## src/rtl/sample_ringbuf_if.sv

```systemverilog
// sample_ringbuf_if: bundle of the sample FIFO's handshake and status signals.
//   master modport : upstream writer + resampler reader (drive push/pop/offset/clr)
//   slave modport  : sample_ringbuf itself (drives data/fill/status/flags)
// Signals:
//   push_i, wdata_i   write one sample
//   pop_i, offset_i   discard oldest / select sample by age (0 = oldest)
//   clr_i             clear sticky flags
//   data_o            combinational read of the selected sample
//   fill_o, full_o, primed_o, overflow_o, underflow_o  status
interface sample_ringbuf_if #(
    parameter int DEPTH_LOG2 = 5,
    parameter int WIDTH      = 24,
    parameter int OFFSET_W   = 4
);
    logic                  push_i;
    logic [WIDTH-1:0]      wdata_i;
    logic                  full_o;
    logic                  pop_i;
    logic [OFFSET_W-1:0]   offset_i;
    logic [WIDTH-1:0]      data_o;
    logic [DEPTH_LOG2:0]   fill_o;
    logic                  primed_o;
    logic                  clr_i;
    logic                  overflow_o;
    logic                  underflow_o;

    modport master (
        output push_i, wdata_i, pop_i, offset_i, clr_i,
        input  full_o, data_o, fill_o, primed_o, overflow_o, underflow_o
    );

    modport slave (
        input  push_i, wdata_i, pop_i, offset_i, clr_i,
        output full_o, data_o, fill_o, primed_o, overflow_o, underflow_o
    );
endinterface

```

## src/rtl/sample_ringbuf.sv

```systemverilog
// sample_ringbuf: single-channel sample FIFO feeding the resampler FIR.
// Upstream pushes one sample at a time; the resampler reads any of the oldest
// 2^OFFSET_W samples by offset (combinational) and pops the oldest.
// Ports:
//   clk  single clock, all state on posedge
//   rst  synchronous active-high reset (pointers, fill, flags; not memory)
//   rb   sample_ringbuf_if.slave - push/pop/offset/clr in, data/status out
module sample_ringbuf #(
    parameter int DEPTH_LOG2 = 5,
    parameter int WIDTH      = 24,
    parameter int OFFSET_W   = 4,
    parameter int PRIME      = 16
) (
    input  logic            clk,
    input  logic            rst,
    sample_ringbuf_if.slave rb
);
    localparam int DEPTH = 1 << DEPTH_LOG2;
    localparam logic [DEPTH_LOG2:0] FULL_LVL  = (DEPTH_LOG2+1)'(DEPTH);
    localparam logic [DEPTH_LOG2:0] PRIME_LVL = (DEPTH_LOG2+1)'(PRIME);

    logic [WIDTH-1:0]      mem_q [DEPTH];
    logic [DEPTH_LOG2-1:0] wptr_q, wptr_d;
    logic [DEPTH_LOG2-1:0] rptr_q, rptr_d;
    logic [DEPTH_LOG2:0]   fill_q, fill_d;
    logic                  ovf_q, ovf_d;
    logic                  unf_q, unf_d;

    logic                  full;
    logic                  pop_acc;
    logic                  push_acc;
    logic [DEPTH_LOG2-1:0] rd_idx;

    assign full     = (fill_q == FULL_LVL);
    assign pop_acc  = rb.pop_i && (fill_q != '0);
    // A pop in the same cycle frees the slot being written when full.
    assign push_acc = rb.push_i && (!full || pop_acc);

    // Index add wraps naturally at DEPTH_LOG2 bits.
    assign rd_idx = rptr_q + DEPTH_LOG2'(rb.offset_i);

    always_comb begin
        rb.data_o = '0;
        // Offsets past the fill level read as silence.
        if ((DEPTH_LOG2+1)'(rb.offset_i) < fill_q)
            rb.data_o = mem_q[rd_idx];
    end

    always_comb begin
        wptr_d = wptr_q;
        rptr_d = rptr_q;
        fill_d = fill_q;
        if (push_acc) wptr_d = wptr_q + 1'b1;
        if (pop_acc)  rptr_d = rptr_q + 1'b1;
        if (push_acc && !pop_acc)      fill_d = fill_q + 1'b1;
        else if (pop_acc && !push_acc) fill_d = fill_q - 1'b1;
        // New events win over a same-cycle clear.
        ovf_d = (ovf_q && !rb.clr_i) || (rb.push_i && !push_acc);
        unf_d = (unf_q && !rb.clr_i) || (rb.pop_i && !pop_acc);
    end

    always_ff @(posedge clk) begin
        if (rst) begin
            wptr_q <= '0;
            rptr_q <= '0;
            fill_q <= '0;
            ovf_q  <= 1'b0;
            unf_q  <= 1'b0;
        end else begin
            wptr_q <= wptr_d;
            rptr_q <= rptr_d;
            fill_q <= fill_d;
            ovf_q  <= ovf_d;
            unf_q  <= unf_d;
        end
    end

    // Storage is not reset; fill gating on the read side hides stale data.
    always_ff @(posedge clk) begin
        if (!rst && push_acc)
            mem_q[wptr_q] <= rb.wdata_i;
    end

    assign rb.full_o      = full;
    assign rb.fill_o      = fill_q;
    assign rb.primed_o    = (fill_q >= PRIME_LVL);
    assign rb.overflow_o  = ovf_q;
    assign rb.underflow_o = unf_q;
endmodule

```

## src/flat_wrapper.sv

```systemverilog
// flat-port wrapper written by rule: the top's interface ports become plain ports
module sample_ringbuf_flat 
#(
    parameter int DEPTH_LOG2 = 5,
    parameter int WIDTH      = 24,
    parameter int OFFSET_W   = 4,
    parameter int PRIME      = 16
)
  (clk, rst, rb_push_i, rb_wdata_i, rb_pop_i, rb_offset_i, rb_clr_i, rb_full_o, rb_data_o, rb_fill_o, rb_primed_o, rb_overflow_o, rb_underflow_o);
  sample_ringbuf_if #(.DEPTH_LOG2(DEPTH_LOG2), .WIDTH(WIDTH), .OFFSET_W(OFFSET_W)) rb_i ();
  input  logic clk;
  input  logic rst;
  input wire logic [$bits(rb_i.push_i)-1:0] rb_push_i;
  input wire logic [$bits(rb_i.wdata_i)-1:0] rb_wdata_i;
  input wire logic [$bits(rb_i.pop_i)-1:0] rb_pop_i;
  input wire logic [$bits(rb_i.offset_i)-1:0] rb_offset_i;
  input wire logic [$bits(rb_i.clr_i)-1:0] rb_clr_i;
  output wire logic [$bits(rb_i.full_o)-1:0] rb_full_o;
  output wire logic [$bits(rb_i.data_o)-1:0] rb_data_o;
  output wire logic [$bits(rb_i.fill_o)-1:0] rb_fill_o;
  output wire logic [$bits(rb_i.primed_o)-1:0] rb_primed_o;
  output wire logic [$bits(rb_i.overflow_o)-1:0] rb_overflow_o;
  output wire logic [$bits(rb_i.underflow_o)-1:0] rb_underflow_o;
  assign rb_i.push_i = rb_push_i;
  assign rb_i.wdata_i = rb_wdata_i;
  assign rb_i.pop_i = rb_pop_i;
  assign rb_i.offset_i = rb_offset_i;
  assign rb_i.clr_i = rb_clr_i;
  assign rb_full_o = rb_i.full_o;
  assign rb_data_o = rb_i.data_o;
  assign rb_fill_o = rb_i.fill_o;
  assign rb_primed_o = rb_i.primed_o;
  assign rb_overflow_o = rb_i.overflow_o;
  assign rb_underflow_o = rb_i.underflow_o;
  sample_ringbuf #(.DEPTH_LOG2(DEPTH_LOG2), .WIDTH(WIDTH), .OFFSET_W(OFFSET_W), .PRIME(PRIME)) u_core (.clk(clk), .rst(rst), .rb(rb_i));
endmodule
```

## config.mk

```make
export PLATFORM = sky130hd
export DESIGN_NAME = sample_ringbuf_flat
export DESIGN_NICKNAME = d
export VERILOG_FILES = /design/src/rtl/sample_ringbuf_if.sv /design/src/rtl/sample_ringbuf.sv /design/src/flat_wrapper.sv
export SDC_FILE = /design/constraint.sdc
export NUM_CORES = 1
export LEC_CHECK = 0
export BUFFER_PORTS_ARGS = -buffer_cell sky130_fd_sc_hd__buf_2
export CAP_MARGIN = 30
export CORE_MARGIN = 8
export CORE_UTILIZATION = 62
export DETAILED_ROUTE_END_ITERATION = 16
export GPL_TIMING_DRIVEN = 0
export HOLD_SLACK_MARGIN = 0.05
export PLACE_DENSITY_LB_ADDON = 0.08
export SLEW_MARGIN = 20
export SYNTH_ARGS = -nofsm -noshare
export SYNTH_HDL_FRONTEND = slang
export SYNTH_SLANG_ARGS = --single-unit
export TNS_END_PERCENT = 5
```

## constraint.sdc

```tcl
create_clock -name clk -period 3.4 [get_ports clk]
set_clock_uncertainty 0.1 [all_clocks]
set_input_delay 0 -clock clk [delete_from_list [all_inputs] [get_ports clk]]
set_output_delay 0 -clock clk [all_outputs]
set_load 0.01 [all_outputs]
```

* After elaboration in Yosys (flattened, before gate mapping)
Memories as Yosys holds them, arrays and structs flattened.
Cells that the tools add are included.
** Word-level totals
- Flip-flop bits (word level) :: 18
- Memory bits (writable) :: 768
- Input port bits :: 33
- Logic and storage cells :: 38
- Memories kept :: 1
** Memory list
- u_core.mem_q :: depth 32, width 24, rd ports 1, clocked after memory_dff 0, write ports 1, RTL line sample_ringbuf.sv:22 : logic [WIDTH-1:0] mem_q [DEPTH];
** Cells by class
- Add/subtract/negate cells :: 5
- Order comparisons :: 2
- Equality and inequality tests :: 1
- Multiplexer cells :: 5
- Reductions and logical operators :: 19
** Operators by type and width (count)
- 24-bit two-way mux :: 1
- 6-bit two-way mux :: 2
- 5-bit by 1-bit adder with 5-bit output (second input constant) :: 2
- 1-bit logical AND :: 9
- 6-bit by 1-bit adder with 6-bit output (second input constant) :: 1
- 6-bit == test (second input constant) :: 1
- 6-bit by 5-bit >= comparator with 1-bit output (second input constant) :: 1
- 4-bit by 6-bit less-than comparator with 1-bit output :: 1
- 6-bit nonzero test :: 1
- 6-bit by 1-bit subtractor with 6-bit output (second input constant) :: 1
- 5-bit by 4-bit adder with 5-bit output :: 1
- 1-bit logical NOT :: 5
- 1-bit logical OR :: 3
- 1-bit two-way mux :: 2
- 2-bit nonzero test :: 1

* Longest topological paths before layout
Gate-level depths: netlist (run 1).
- Word-level depth :: 8
- Gate-level depth with buffers :: 11
- Depth with buffers taken out :: 11

* Worst setup path before layout (run 1)
No wires, ideal clock.
- Path kind :: register -> register
- Start point :: reg u_core.fill_q[0] (netlist: u_core.rb.fill_o[0])
- End point :: mem u_core.mem_q[29][0] (enable)
- Arrival :: 2404 ps
- Path slack :: 491 ps
- Stages on the path, launching flop included :: 6
- Path buffers :: 0
- Clock period less this slack :: 2909 ps
- Cells stage by stage :: dfxtp_1 -> nor4_2 -> a41oi_2 -> and2b_1 -> nand2_2 -> nor2_1
** On the way
- Word-level cells in the longest chain between the ends :: 7
- Elaborated cells between the ends (all ways) :: 9
- Those cells by class :: eq/ne: 1; mux: 2; reduce/logical: 6
** Ends and longest elaborated chain
- start, declared :: RTL line sample_ringbuf.sv:25 : logic [DEPTH_LOG2:0] fill_q, fill_d;
- start signal, assigned :: RTL line sample_ringbuf.sv:72 : fill_q <= fill_d;
- 6-bit == test / 6-bit nonzero test (equally long branches) :: RTL line sample_ringbuf.sv:34, sample_ringbuf.sv:35
- 1-bit logical NOT / 1-bit logical AND (equally long branches) :: RTL line sample_ringbuf.sv:37, sample_ringbuf.sv:35
- 1-bit logical OR (*) :: RTL line sample_ringbuf.sv:37 : assign push_acc = rb.push_i && (!full || pop_acc);
- 1-bit logical AND (*) :: RTL line sample_ringbuf.sv:37
- 1-bit logical AND (*) :: RTL line sample_ringbuf.sv:80 : if (!rst && push_acc)
- 1-bit two-way mux (*) :: RTL line sample_ringbuf.sv:80
- 1-bit two-way mux (implied by the code) (*) :: RTL line sample_ringbuf.sv:81 : mem_q[wptr_q] <= rb.wdata_i;
- end, declared :: RTL line sample_ringbuf.sv:22
Mark *: on every way between the ends. The rest lies on a longest branch, timed or not.

* Final worst setup path (run 1)
- Start point :: reg u_core.rptr_q[0]
- End point :: out rb_data_o[0]
** On the way
- Word-level cells in the longest chain between the ends :: 3
** Ends and longest elaborated chain
- start, declared :: RTL line sample_ringbuf.sv:24 : logic [DEPTH_LOG2-1:0] rptr_q, rptr_d;
- start signal, assigned :: RTL line sample_ringbuf.sv:71 : rptr_q <= rptr_d;
- 5-bit by 4-bit adder with 5-bit output :: RTL line sample_ringbuf.sv:40 : assign rd_idx = rptr_q + DEPTH_LOG2'(rb.offset_i);
- memory read 32 x 24 bit
- 24-bit two-way mux :: RTL line sample_ringbuf.sv:45 : if ((DEPTH_LOG2+1)'(rb.offset_i) < fill_q)
- end, declared :: RTL line flat_wrapper.sv:19 : output wire logic [$bits(rb_i.data_o)-1:0] rb_data_o;
No other way between the ends.

==> results_tabular.tex, run 1 <==
\begin{tabular}{lr}
\hline
Metric & Value \\
\hline
\multicolumn{2}{l}{\textbf{Pwr}} \\
NetSw & 7960 uW \\
Portion of total power attributed to the clock network & 29.8\% \\
Worst vdd ir & 0.509 mV \\
Part of the total power dissipated in sequential elements & 39.3\% \\
Cell area power density & 754 nW/um\^{}2 \\
Combinational Power Share & 30.9\% \\
Cell-internal power & 19500 uW \\
Fraction of power spent switching nets & 29.0\% \\
Leakage power of the design & 0.0119 uW \\
\multicolumn{2}{l}{\textbf{Synth}} \\
Part of the Yosys area used for sequential elements & 75.8\% \\
Synth area leader & sky130\_fd\_sc\_hd\_\_edfxtp\_1 \\
Unique masters post-synth & 47 \\
Post-synthesis async set-or-reset flop share & 0\% \\
Total of flip-flops plus latches after synthesis & 786 \\
Most repeated cell in the gate-level netlist after synthesis & sky130\_fd\_sc\_hd\_\_edfxtp\_1 \\
Synth top area cells & sky130\_fd\_sc\_hd\_\_edfxtp\_1, sky130\_fd\_sc\_hd\_\_mux4\_2, sky130\_fd\_sc\_hd\_\_mux2i\_1, sky130\_fd\_sc\_hd\_\_dfxtp\_1, sky130\_fd\_sc\_hd\_\_mux2\_2 \\
Synth top cells by count & sky130\_fd\_sc\_hd\_\_edfxtp\_1, sky130\_fd\_sc\_hd\_\_mux4\_2, sky130\_fd\_sc\_hd\_\_nand2\_1, sky130\_fd\_sc\_hd\_\_mux2i\_1, sky130\_fd\_sc\_hd\_\_nor2\_1 \\
Synth Cell Area & 30900 um\^{}2 \\
Warnings, synthesis & 0 \\
Post-synth top area share & 74.6\% \\
Average footprint of a synthesized cell & 21.7 um\^{}2 \\
Synthesized Nets & 1477 \\
Cell count after synthesis & 1425 \\
Most common flop cell mapped by yosys & sky130\_fd\_sc\_hd\_\_edfxtp\_1 \\
Post-synth EDFFs & 768 \\
\multicolumn{2}{l}{\textbf{Clocking}} \\
TritonCTS clock tree & built \\
Worst skew pair latency & 610 ps \\
Buffers from clock root to sink, at most & 3 \\
Clock sink count & 786 \\
Number of clock buffers inserted by TritonCTS & 76 \\
Clock root buffer & sky130\_fd\_sc\_hd\_\_clkbuf\_16 \\
CTS HTree Levels & 3 \\
Clock-pin slew reported for the worst setup and hold paths after clock tree synthesis & 60 ps \\
\multicolumn{2}{l}{\textbf{STA}} \\
Period Utilization, post-route & 100\% \\
Post-layout min period & 3420 ps \\
Min setup slack post-route & -15.8 ps \\
Hold violation count in the final report & 0 \\
Post-route setup TNS & -15.8 ps \\
Slew of the pin with the lowest slew margin & 691 ps \\
RSZ-0062 raised after global routing & yes \\
Count of final setup violators & 1 \\
Worst max-slew margin expressed relative to the limit & 53.9\% \\
Pins Over Slew Limit & 0 \\
Max frequency & 0.293 GHz \\
\multicolumn{2}{l}{\textbf{Floorplanning}} \\
Starting density of the core & 62.2\% \\
Core Box Area & 49700 um\^{}2 \\
Die outline height & 239 um \\
Die outline width & 239 um \\
Top-Level Pins & 67 \\
Placement Rows & 82 \\
Area enclosed by the die boundary & 57200 um\^{}2 \\
\multicolumn{2}{l}{\textbf{Status}} \\
Violations in the final reports & negative setup slack \\
Status & complete, but fails checks \\
\multicolumn{2}{l}{\textbf{Place}} \\
Final weighted congestion in routability-driven placement & 0.809 \\
Cell area reported after detailed placement & 33200 um\^{}2 \\
Total half-perimeter wirelength after legalization and detailed placement & 44300 um \\
Buffers on Ports & 65 \\
\multicolumn{2}{l}{\textbf{Route}} \\
Pre-antenna DRT Iters & 5 \\
Final wirelength & 69900 um \\
Via count of the routed design & 15200 \\
Residual DRC & 0 \\
Detail Route Antenna Nets & 0 \\
First-iteration detailed-routing DRC count & 1670 \\
Post-detailed-route via-to-cell ratio & 6.42 \\
Average wire per cell in the routed design & 29.6 um \\
\multicolumn{2}{l}{\textbf{Setup path}} \\
Arr. time, crit path & 3320 ps \\
Nature of the critical path startpoint & flip-flop \\
Maximum fanout along the worst path & 10 \\
Largest incremental delay on the critical path & 620 ps \\
Cell chain of the critical path & ha\_1 -> fa\_2 -> clkbuf\_16 -> buf\_6 -> mux4\_2 -> nand2\_1 -> and3\_1 -> o32ai\_2 -> buf\_2 \\
Start-to-end type of the worst setup path & flip-flop to output pin \\
Sort of element at the end of the critical path & output pin \\
CP required & 3300 ps \\
CP max stage cell & sky130\_fd\_sc\_hd\_\_fa\_2 \\
\multicolumn{2}{l}{\textbf{Cells and area}} \\
Layout overhead on the synthesized area & 18.0\% \\
Non-Filler Cell Area, Final & 36500 um\^{}2 \\
Count of nets after finishing & 1685 \\
Fraction of layout cells with a size suffix above 1 & 34.0\% \\
Final-layout fill cell count & 2829 \\
Util after Layout & 73.4\% \\
\multicolumn{2}{l}{\textbf{Job}} \\
Total of max-cap violations & 0 \\
\multicolumn{2}{l}{\textbf{GRT}} \\
Grt total ovfl & 0 \\
Initial antenna violation count & 2 \\
Wire length of the first global-routing pass & 103000 um \\
Number of global-route vias before repair & 15800 \\
Global router's overall resource usage & 25.0\% \\
Pin count of the biggest net entering global routing & 33 \\
\multicolumn{2}{l}{\textbf{Min path}} \\
HP Class & input port to flip-flop \\
\hline
\end{tabular}
-- final timing paths --
kind / startpoint / slack (ps) / depth (start not counted) / end
max: u_core.rptr_q[0] / -20 / 9 / rb_data_o[0]
min: rst / 300 / 3 / u_core.rptr_q[4]
max reg2reg: u_core.rb.fill_o[0] / 240 / 9 / u_core.rb.fill_o[5]
min reg2reg: u_core.rptr_q[4] / 440 / 2 / u_core.rptr_q[4]
-- power groups by stage --
stage | sequential, uW | combinational, uW | clock, uW
after floorplan | 11000 | 5230 | 0
after global placement | 11000 | 7630 | 0
after detailed placement | 11000 | 7740 | 0
after CTS | 10800 | 8310 | 8300
after global routing | 10800 | 8990 | 8680
final | 10800 | 8490 | 8190
-- stage by stage --
| step | hold slack (ps) | worst slack (ps) | cells | total power [uW] |
|---|---|---|---|---|
| after floorplan | -1.13 | 491 | 1425 | 16200 |
| after global placement | 174 | -945 | 2162 | 18600 |
| after detailed placement | 177 | -263 | 2194 | 18700 |
| after CTS | 260 | -38.7 | 2361 | 27400 |
| after global routing | 318 | -64.8 | 2361 | 28500 |
| final | 296 | -15.8 | 2362 | 27500 |
-- metal layers --
layer  part of all wire, %  vias to the layer above  GRT usage (%)
li1                      -                     6352              -
met1                    40                     8026           34.8
met2                    49                      683           40.4
met3                   7.6                      112           4.14
met4                   3.2                        2           9.12
met5                 0.017                        -              0
-- sequential cells by signal, summed over array words and instances, names as in the netlist --
name	flops
u_core.rb.overflow_o	1
u_core.rptr_q	5
u_core.mem_q	768
u_core.wptr_q	5
u_core.rb.underflow_o	1
u_core.rb.fill_o	6
-- kinds of logic (layout without fill, tap and decap cells) --
| logic type | after synthesis | in the layout | synth area share (%) |
|---|---|---|---|
| buffers and inverters | 88 | 352 | 1.56 |
| other | 0 | 1 | 0 |
| DFF | 786 | 786 | 75.8 |
| adders and majority gates | 19 | 19 | 0.818 |
| xor gates and xnor gates | 16 | 16 | 0.502 |
| and+or+nand+nor | 176 | 176 | 2.78 |
| muxes | 267 | 267 | 16.5 |
| AOI/OAI and AO/OA | 73 | 73 | 2.01 |
-- layout by cell type, fill, tap and decap left out, types with 17 or more instances in the layout --
master | synthesis | final
sky130_fd_sc_hd__a211oi_2 | 11 | 17
sky130_fd_sc_hd__clkbuf_1 | 20 | 26
sky130_fd_sc_hd__and2_1 | 24 | 24
sky130_fd_sc_hd__buf_2 | 31 | 66
sky130_fd_sc_hd__mux4_2 | 192 | 192
sky130_fd_sc_hd__nor2_4 | 0 | 32
sky130_fd_sc_hd__nor2_1 | 51 | 19
sky130_fd_sc_hd__buf_4 | 15 | 33
sky130_fd_sc_hd__edfxtp_1 | 768 | 768
sky130_fd_sc_hd__and3_1 | 25 | 25
sky130_fd_sc_hd__clkbuf_16 | 0 | 82
sky130_fd_sc_hd__dlygate4sd3_1 | 0 | 31
sky130_fd_sc_hd__ha_1 | 17 | 17
sky130_fd_sc_hd__nand2_1 | 53 | 53
sky130_fd_sc_hd__dfxtp_1 | 18 | 18
sky130_fd_sc_hd__mux2i_1 | 51 | 38
sky130_fd_sc_hd__buf_16 | 0 | 28
-- repair_timing --
action | in CTS | in global routing
endpoints found under the hold margin | 786 | 0
hold buffers | 31 | 0
setup endpoints to repair | 24 | 24
gates resized for setup | 98 | 43
pin swaps | 2 | 2
setup buffers | 2 | 0
-- layout make-up --
type	instances	area, um^2	area share, %
Sequential cell	786	23400	64.2
Multi-Input combinational cell	551	7560	20.7
Clock buffer	101	2110	5.79
Timing Repair Buffer	130	1510	4.15
Tap cell	672	841	2.31
Buffer	75	654	1.79
Clock inverter	33	300	0.824
Inverter	13	48.8	0.134
Antenna cell	1	2.50	0.00686
-- critical path, delay by kind of cell (launching register included) --
| kind | cells | cell delay [ps] |
|---|---|---|
| buffers and inverters | 3 | 640 |
| and+or+nand+nor | 2 | 280 |
| adders and majority gates | 2 | 850 |
| muxes | 1 | 230 |
| AOI/OAI and AO/OA | 1 | 340 |
| DFF | 1 | 350 |
Power figures use the tool's default switching activity.
==> inputs of run 2 (changes only) <==
SETUP_SLACK_MARGIN = 0.02   (was unset)
==> run 2 against run 1 <==
The flow still finishes with violations (negative setup slack). Clock power about the same. Wire length up 0.33%. Critical path depth unchanged. Die area unchanged. Design area about the same. Count of clock-buffer cells in the layout unchanged. Sequential power about the same. First-iteration DRC count down 0.24%. Core utilization up 0.068 points.
==> results_tabular.tex, run 2 (same netlist as run 1, synthesis figures left out) <==
\begin{tabular}{lr}
\hline
Metric & Value \\
\hline
\multicolumn{2}{l}{\textbf{Setup path}} \\
Start-to-end type of the worst setup path & flip-flop to output pin \\
Arr. time, crit path & 3310 ps \\
CP max stage cell & sky130\_fd\_sc\_hd\_\_fa\_2 \\
Maximum fanout along the worst path & 10 \\
Nature of the critical path startpoint & flip-flop \\
Largest incremental delay on the critical path & 610 ps \\
CP required & 3300 ps \\
Cell chain of the critical path & ha\_1 -> fa\_2 -> clkbuf\_16 -> buf\_6 -> mux4\_2 -> nand2\_1 -> and3\_1 -> o32ai\_2 -> buf\_2 \\
Sort of element at the end of the critical path & output pin \\
\multicolumn{2}{l}{\textbf{Floorplanning}} \\
Die outline width & 239 um \\
Starting density of the core & 62.2\% \\
Die outline height & 239 um \\
Placement Rows & 82 \\
Core Box Area & 49700 um\^{}2 \\
Area enclosed by the die boundary & 57200 um\^{}2 \\
Top-Level Pins & 67 \\
\multicolumn{2}{l}{\textbf{Cells and area}} \\
Flip-flop count of the largest register after layout & 768 \\
Most common cell after layout, fill and taps aside & sky130\_fd\_sc\_hd\_\_edfxtp\_1 \\
Fraction of layout cells with a size suffix above 1 & 34.1\% \\
Most flop-heavy register & u\_core.mem\_q \\
Count of nets after finishing & 1685 \\
Highest-count cells in the layout ignoring fill and taps & sky130\_fd\_sc\_hd\_\_edfxtp\_1, sky130\_fd\_sc\_hd\_\_mux4\_2, sky130\_fd\_sc\_hd\_\_clkbuf\_16 \\
Layout overhead on the synthesized area & 18.1\% \\
Layout Cells excl Fill & 2362 \\
Final-layout fill cell count & 2828 \\
Non-Filler Cell Area, Final & 36500 um\^{}2 \\
\multicolumn{2}{l}{\textbf{Route}} \\
Average wire per cell in the routed design & 29.7 um \\
Post-detailed-route via-to-cell ratio & 6.40 \\
First-iteration detailed-routing DRC count & 1666 \\
Detail Route Antenna Nets & 0 \\
Residual DRC & 0 \\
Final wirelength & 70100 um \\
Via count of the routed design & 15100 \\
Pre-antenna DRT Iters & 5 \\
\multicolumn{2}{l}{\textbf{Clocking}} \\
Buffers from clock root to sink, at most & 3 \\
Number of clock buffers inserted by TritonCTS & 76 \\
Clock sink count & 786 \\
CTS HTree Levels & 3 \\
Clock-pin slew reported for the worst setup and hold paths after clock tree synthesis & 60 ps \\
Clock root buffer & sky130\_fd\_sc\_hd\_\_clkbuf\_16 \\
TritonCTS clock tree & built \\
Worst skew pair latency & 610 ps \\
\multicolumn{2}{l}{\textbf{STA}} \\
Post-route setup TNS & -19.7 ps \\
Period Utilization, post-route & 100\% \\
Count of final setup violators & 2 \\
Max frequency & 0.293 GHz \\
Slew of the pin with the lowest slew margin & 696 ps \\
Pins Over Slew Limit & 0 \\
Worst max-slew margin expressed relative to the limit & 53.6\% \\
Min setup slack post-route & -12.6 ps \\
Post-layout min period & 3410 ps \\
RSZ-0062 raised after global routing & yes \\
Hold violation count in the final report & 0 \\
\multicolumn{2}{l}{\textbf{Status}} \\
Status & complete, but fails checks \\
Violations in the final reports & negative setup slack \\
\multicolumn{2}{l}{\textbf{GRT}} \\
Global router's overall resource usage & 25.1\% \\
Pin count of the biggest net entering global routing & 33 \\
Number of global-route vias before repair & 15800 \\
Initial antenna violation count & 2 \\
Grt total ovfl & 0 \\
Wire length of the first global-routing pass & 103000 um \\
\multicolumn{2}{l}{\textbf{Place}} \\
Post-place setup slack & -263 ps \\
Placed Cells & 2194 \\
Final weighted congestion in routability-driven placement & 0.809 \\
Buffers on Ports & 65 \\
Cell area reported after detailed placement & 33200 um\^{}2 \\
Total half-perimeter wirelength after legalization and detailed placement & 44300 um \\
\multicolumn{2}{l}{\textbf{Pwr}} \\
Worst vdd ir & 0.509 mV \\
Leakage power of the design & 0.0119 uW \\
Cell area power density & 756 nW/um\^{}2 \\
\multicolumn{2}{l}{\textbf{Job}} \\
Total of max-cap violations & 0 \\
\multicolumn{2}{l}{\textbf{Min path}} \\
HP Class & input port to flip-flop \\
\hline
\end{tabular}
==> run 2: cell count changes in the layout (fill, tap and decap cells not counted) <==
cell / change
sky130_fd_sc_hd__buf_2: +1
sky130_fd_sc_hd__a211oi_1: -1
sky130_fd_sc_hd__o32ai_4: +1
sky130_fd_sc_hd__buf_4: -3
sky130_fd_sc_hd__mux2_4: +2
sky130_fd_sc_hd__clkbuf_4: -1
sky130_fd_sc_hd__a211oi_2: +3
sky130_fd_sc_hd__buf_12: +1
sky130_fd_sc_hd__mux2_2: -2
sky130_fd_sc_hd__buf_6: +2
sky130_fd_sc_hd__o32ai_1: -1
sky130_fd_sc_hd__a211oi_4: -2
==> run 2: layer usage <==
metal | routed length [um] | GRT usage [%] | part of all wire (%)
met2 | 34400 | 40.0 | 49
met1 | 27700 | 34.3 | 39
met4 | 2350 | 10.3 | 3.4
met5 | 12 | 0 | 0.017
met3 | 5690 | 4.90 | 8.1
==> run 2: repair_timing <==
| action | CTS | global route |
|---|---|---|
| endpoints found under the setup margin | 24 | 24 |
| pin swaps | 3 | 0 |
| gates cloned | 0 | 0 |
| buffers inserted | 2 | 0 |
| hold buffers | 31 | 0 |
| resized for setup | 114 | 34 |
| endpoints found under the hold margin | 786 | 0 |
==> run 2: final cells by class <==
cell class                      count  area (um^2)  share of cell area (%)
Antenna cell                        1         2.50                 0.00686
Buffer                             75          672                    1.84
Clock buffer                      101         2110                    5.79
Clock inverter                     33          300                   0.823
Inverter                           13         48.8                   0.134
Multi-Input combinational cell    551         7580                    20.8
Sequential cell                   786        23400                    64.2
Tap cell                          672          841                    2.30
Timing Repair Buffer              130         1510                    4.15
==> run 2: metrics by stage <==
stage          util [%]  power (uW)  hold WS (ps)
2_1_floorplan         -       16200         -1.13
3_3_place_gp       64.6       18600           174
3_5_place_dp       66.8       18700           177
4_1_cts            73.2       27500           260
5_1_grt            73.5       28500           317
6_report           73.5       27600           284
==> run 2: where the power goes <==
group / internal (uW) / total, uW / switching, uW
Combinational: 4100 / 8580 / 4480
Sequential: 10700 / 10800 / 77.1
Clock: 4750 / 8210 / 3450
==> run 2: path summary, 6_finish.rpt <==
check	startpoint	to	slack (ps)	depth (start not counted)
worst max-delay path	u_core.rptr_q[0]	rb_data_o[0]	-10	9
worst min-delay path	rst	u_core.rptr_q[4]	280	3
worst max register to register	u_core.rb.fill_o[0]	u_core.rb.fill_o[5]	230	9
worst min register to register	u_core.rptr_q[4]	u_core.rptr_q[4]	440	2
==> run 2: critical path: cells and delay by family, from the launching register on <==
| family | cells | cell delay, ps |
|---|---|---|
| flip-flops | 1 | 350 |
| multiplexers | 1 | 220 |
| buffers and inverters | 3 | 660 |
| AND/OR/NAND/NOR | 2 | 280 |
| adder cells (fa/ha/maj) | 2 | 840 |
| AO/OA/AOI/OAI | 1 | 340 |
